--- src/rtl/eq_i2s_tx.sv ---
// Mono I2S transmitter: buffers signed equalizer samples in a small FIFO and
// serialises each one onto both I2S channels, MSB first, with the one-bclk delay.
module eq_i2s_tx #(
    parameter int DEPTH   = 4,
    parameter int CLK_DIV = 4
) (
    input  logic                     clk,
    input  logic                     rst_n,
    input  logic [15:0]              y_in,
    input  logic                     y_valid,
    output logic                     y_ready,
    output logic                     bclk,
    output logic                     lrck,
    output logic                     sdata,
    output logic [$clog2(DEPTH):0]   fifo_level,
    output logic                     underrun
);
    localparam int AW = $clog2(DEPTH);
    localparam int DW = (CLK_DIV > 1) ? $clog2(CLK_DIV) : 1;
    localparam logic [DW-1:0] DIV_MAX  = DW'(CLK_DIV - 1);
    localparam logic [AW:0]   FULL_LVL = (AW+1)'(DEPTH);

    logic signed [15:0] mem [DEPTH];
    logic [AW-1:0]      wr_ptr;
    logic [AW-1:0]      rd_ptr;
    logic [DW-1:0]      div_cnt;
    logic [4:0]         bit_cnt;
    logic [4:0]         bit_cnt_nxt;
    logic [31:0]        shreg;
    logic signed [15:0] head;
    logic               div_wrap;
    logic               bclk_fall;
    logic               frame_start;
    logic               fifo_empty;
    logic               push;
    logic               pop;

    assign y_ready     = (fifo_level < FULL_LVL);
    assign fifo_empty  = (fifo_level == '0);
    assign div_wrap    = (div_cnt == DIV_MAX);
    assign bclk_fall   = div_wrap && bclk;
    assign frame_start = bclk_fall && (bit_cnt == 5'd0);
    assign bit_cnt_nxt = bit_cnt + 5'd1;
    assign push        = y_valid && y_ready;
    assign pop         = frame_start && !fifo_empty;
    assign head        = mem[rd_ptr];
    assign sdata       = shreg[31];

    // Sample storage carries no reset; only pointers and level define validity.
    always_ff @(posedge clk) begin
        if (push) begin
            mem[wr_ptr] <= $signed(y_in);
        end
    end

    always_ff @(posedge clk or negedge rst_n) begin
        if (!rst_n) begin
            wr_ptr     <= '0;
            rd_ptr     <= '0;
            fifo_level <= '0;
        end else begin
            if (push) begin
                wr_ptr <= wr_ptr + AW'(1);
            end
            if (pop) begin
                rd_ptr <= rd_ptr + AW'(1);
            end
            fifo_level <= fifo_level + {{AW{1'b0}}, push} - {{AW{1'b0}}, pop};
        end
    end

    // Bit clock divider and frame position
    always_ff @(posedge clk or negedge rst_n) begin
        if (!rst_n) begin
            div_cnt <= '0;
            bclk    <= 1'b0;
            bit_cnt <= '0;
            lrck    <= 1'b0;
        end else begin
            if (div_wrap) begin
                div_cnt <= '0;
                bclk    <= ~bclk;
            end else begin
                div_cnt <= div_cnt + DW'(1);
            end
            if (bclk_fall) begin
                bit_cnt <= bit_cnt_nxt;
                lrck    <= bit_cnt_nxt[4];
            end
        end
    end

    // Serialiser: {S,S} puts the left word at bit_cnt 1..16 and the right at 17..31,0
    always_ff @(posedge clk or negedge rst_n) begin
        if (!rst_n) begin
            shreg    <= '0;
            underrun <= 1'b0;
        end else begin
            underrun <= frame_start && fifo_empty;
            if (frame_start) begin
                shreg <= pop ? {head, head} : 32'd0;
            end else if (bclk_fall) begin
                shreg <= {shreg[30:0], 1'b0};
            end
        end
    end

endmodule

--- config.mk ---
export PLATFORM = sky130hd
export DESIGN_NAME = eq_i2s_tx
export DESIGN_NICKNAME = d
export VERILOG_FILES = /design/src/rtl/eq_i2s_tx.sv
export SDC_FILE = /design/constraint.sdc
export NUM_CORES = 1
export LEC_CHECK = 0
export ABC_AREA = 1
export BUFFER_PORTS_ARGS = -buffer_cell sky130_fd_sc_hd__buf_2
export CAP_MARGIN = 20
export CORE_MARGIN = 5
export CORE_UTILIZATION = 45
export CTS_CLUSTER_SIZE = 10
export DETAILED_ROUTE_END_ITERATION = 12
export GPL_TIMING_DRIVEN = 0
export PLACE_DENSITY = 0.74
export RECOVER_POWER = 25
export SKIP_CTS_REPAIR_TIMING = 1
export SYNTH_ARGS = -nofsm -noshare
export SYNTH_HDL_FRONTEND = slang
export SYNTH_SLANG_ARGS = --single-unit
--- constraint.sdc ---
create_clock -name clk -period 3.21 [get_ports clk]
set_input_delay 0.8025 -clock clk [delete_from_list [all_inputs] [get_ports clk]]
set_output_delay 0.8025 -clock clk [all_outputs]
set_load 0.01 [all_outputs]
==> results by group <==
Outcome
  – Run status: complete, no violations

Synth
  – Commonest cells in the netlist: nand2_1 (98), inv_1 (78), edfxtp_1 (64)
  – Top cells by area, synth: edfxtp_1 (40%), dfrtp_1 (25%), nand2_1 (7.6%)
  – Main synth FF type: edfxtp_1
  – Most frequent cell after synthesis: nand2_1
  – Gate count after technology mapping: 481
  – Synth warn: 0
  – Area leader, netlist: edfxtp_1
  – Cell Area, Synth: 4860 sq um
  – Netlist cell types: 25
  – Register area share after synthesis: 64.3%
  – Share of the synthesized area in the top cell type: 39.6%
  – Syn nets: 510
  – Synthesis-stage register bit count: 112
  – Post-synth EDFFs: 64
  – Async set-or-reset flop fraction in the synthesized netlist: 42.9%
  – Syn Area/Cell: 10.1 sq um

Drt
  – Vias: 3,222
  – DRT iter0 DRCs: 144
  – Drt wl/cell: 13.9 microns
  – Post-route ant nets: 0
  – DRT Pass-1 Iters: 5
  – Via density: 4.85
  – Final WL: 9240 microns
  – Drt drc: 0

Worst setup path
  – CP Max Fanout: 10
  – Worst Path Arrival: 2.63 ns
  – Crit-path most repeated cell: ha_1
  – Critical Path End Type: flip-flop
  – Worst Path Buf+Inv: 3
  – Crit path launch: div_cnt[0]$_DFF_PN0_
  – Reg2reg start: div_cnt[0]$_DFF_PN0_
  – Crit path launch type: flip-flop
  – Critical path's slowest cell: dfrtp_1
  – Critical path, cell by cell: ha_1 -> nand2_4 -> inv_6 -> nand3_4 -> nor2_4 -> buf_6 -> ha_1 -> inv_1 -> ha_1 -> fa_1 -> xor2_1
  – Reg2Reg Depth: 11
  – CP Class: reg2reg
  – CP top delay family: adder cells
  – Worst R2R Setup Slack: 0.83 ns
  – Reg-to-Reg End: fifo_level[2]$_DFF_PN0_
  – CP required: 3.47 ns
  – Max stage delay on crit path: 0.40 ns

Global routing
  – GRT Total Usage: 15.2%
  – First-pass GRT wire length: 15,500 microns
  – Initial antenna violation count: 0
  – Largest net degree at the start of global routing: 49
  – Vias in the first global route: 3,176
  – Total gr overflow: 0

Pwr
  – Power per cell area: 622 nW/um^2
  – Leakage power: 2.40 nW
  – Peak VDD IR: 0.000297 V

CTS
  – Clk sinks: 112
  – Root Driver: clkbuf_8
  – Clock Path Buffers: 2
  – CTS tree: yes
  – CTS clk-pin slew, worst paths: 0.10 ns
  – Later-pin clock latency in the skew report: 0.37 ns
  – Cts bufs inserted: 9
  – H-Tree Depth: 3

Final layout
  – Nets: 548
  – Post-layout util: 49.9%
  – Design Area, Final: 5340 sq um
  – Area grow syn2layout: 9.92%
  – Ant diodes: 0
  – Share of cells above drive strength 1: 10.3%
  – Fillers: 1,028

Die
  – Initial core utilization: 45.4%
  – Core Region: 10,700 sq um
  – Top-Level Pins: 27
  – Die area: 13,000 sq um
  – DIE HEIGHT: 114 microns
  – Num rows: 38
  – DIE WIDTH: 114 microns

Hold path
  – Worst hold path class: in2async

Placed design
  – PortBufs: 26
  – Final GP Congestion: 0.786
  – Hpwl dp: 6220 microns
  – Placed cell area: 5170 sq um

STA
  – Achievable frequency: 0.421 GHz
  – Final Hold Viols: 0
  – Unrepaired setup endpoints after global routing: no
  – Endpoints failing setup: 0
  – Final Max Tran Viols: 0
  – Setup Skew: 0.0109 ns
  – Final TNS setup: 0 ns
  – Worst rel slew slack: 35.8%
  – Worst-Margin Slew: 0.962 ns
  – Minimum clock period: 2.38 ns
  – Period utilization: 74.0%

Flow run
  – Max-Cap Viols: 0
cells by family (layout without fill, tap and decap cells):
| family | count (synthesis) | after routing | synth area share (%) |
|---|---|---|---|
| xor gates and xnor gates | 8 | 8 | 1.44 |
| AOI/OAI and AO/OA | 64 | 64 | 6.83 |
| buffers and inverters | 101 | 144 | 8.40 |
| and+or+nand+nor | 186 | 186 | 16.3 |
| DFF | 112 | 112 | 64.3 |
| adders and majority gates | 10 | 10 | 2.73 |
metal layers:
layer	track usage (%)	part of all wire, %	vias up	wire length (microns)
met5	0	0	-	0
met4	5.70	1.9	0	178
met3	2.92	4.1	16	381
met2	24.7	49	71	4540
met1	20.4	45	1536	4140
li1	-	-	1599	-
worst max path at each step:
| stage | to | slack (ns) | cells after the start |
|---|---|---|---|
| floorplan | fifo_level[2]$_DFF_PN0_ | 1.02 | 11 |
| global placement | mem[1][1]$_DFFE_PP_ | 0.52 | 3 |
| detailed placement | fifo_level[2]$_DFF_PN0_ | 0.81 | 7 |
| CTS | fifo_level[2]$_DFF_PN0_ | 0.82 | 11 |
| global route | fifo_level[2]$_DFF_PN0_ | 0.74 | 11 |
| finish | fifo_level[2]$_DFF_PN0_ | 0.83 | 11 |
layout make-up:
| type | instances | area, sq um | area share (%) |
|---|---|---|---|
| sequential | 112 | 3120 | 58.5 |
| multi-input combinational | 268 | 1340 | 25.0 |
| inverter | 80 | 305 | 5.72 |
| tap | 140 | 175 | 3.28 |
| timing repair buffer | 27 | 133 | 2.48 |
| clock buffer | 10 | 128 | 2.39 |
| buffer | 21 | 103 | 1.92 |
| clock inverter | 6 | 36.3 | 0.680 |
where the power goes:
part	internal, W	total (W)	switching [W]
Sequential	0.00177	0.00187	0.000103
Clock	0.000278	0.000734	0.000456
Combinational	0.000233	0.000713	0.000480
Total	0.00228	0.00332	0.00104
metrics by stage:
step | cells | setup slack (ns) | hold slack (ns) | power [W]
floorplan | 481 | 1.02 | 0.410 | 0.00236
global placement | 647 | 0.520 | 0.420 | 0.00257
detailed placement | 647 | 0.805 | 0.435 | 0.00263
CTS | 663 | 0.817 | 0.458 | 0.00335
global route | 664 | 0.737 | 0.386 | 0.00353
finish | 664 | 0.835 | 0.357 | 0.00332
sequential cells by signal (all words and copies together), names as in the netlist:
signal	cells
wr_ptr	2
rd_ptr	2
bclk	1
bit_cnt	4
lrck	1
fifo_level	3
mem	64
shreg	32
underrun	1
div_cnt	2
placed cells by master (no fill, tap or decap), drive strengths merged, types with 5 or more instances in the layout:
| cell | netlist | routed |
|---|---|---|
| nand2 | 105 | 105 |
| clkbuf | 12 | 36 |
| nand3 | 35 | 35 |
| inv | 79 | 79 |
| dfrtp | 48 | 48 |
| edfxtp | 64 | 64 |
| buf | 9 | 22 |
| ha | 9 | 9 |
| a21oi | 32 | 32 |
| xor2 | 5 | 5 |
| nor2 | 43 | 43 |
| o21ai | 32 | 32 |
(Power assumes the default switching activity.)
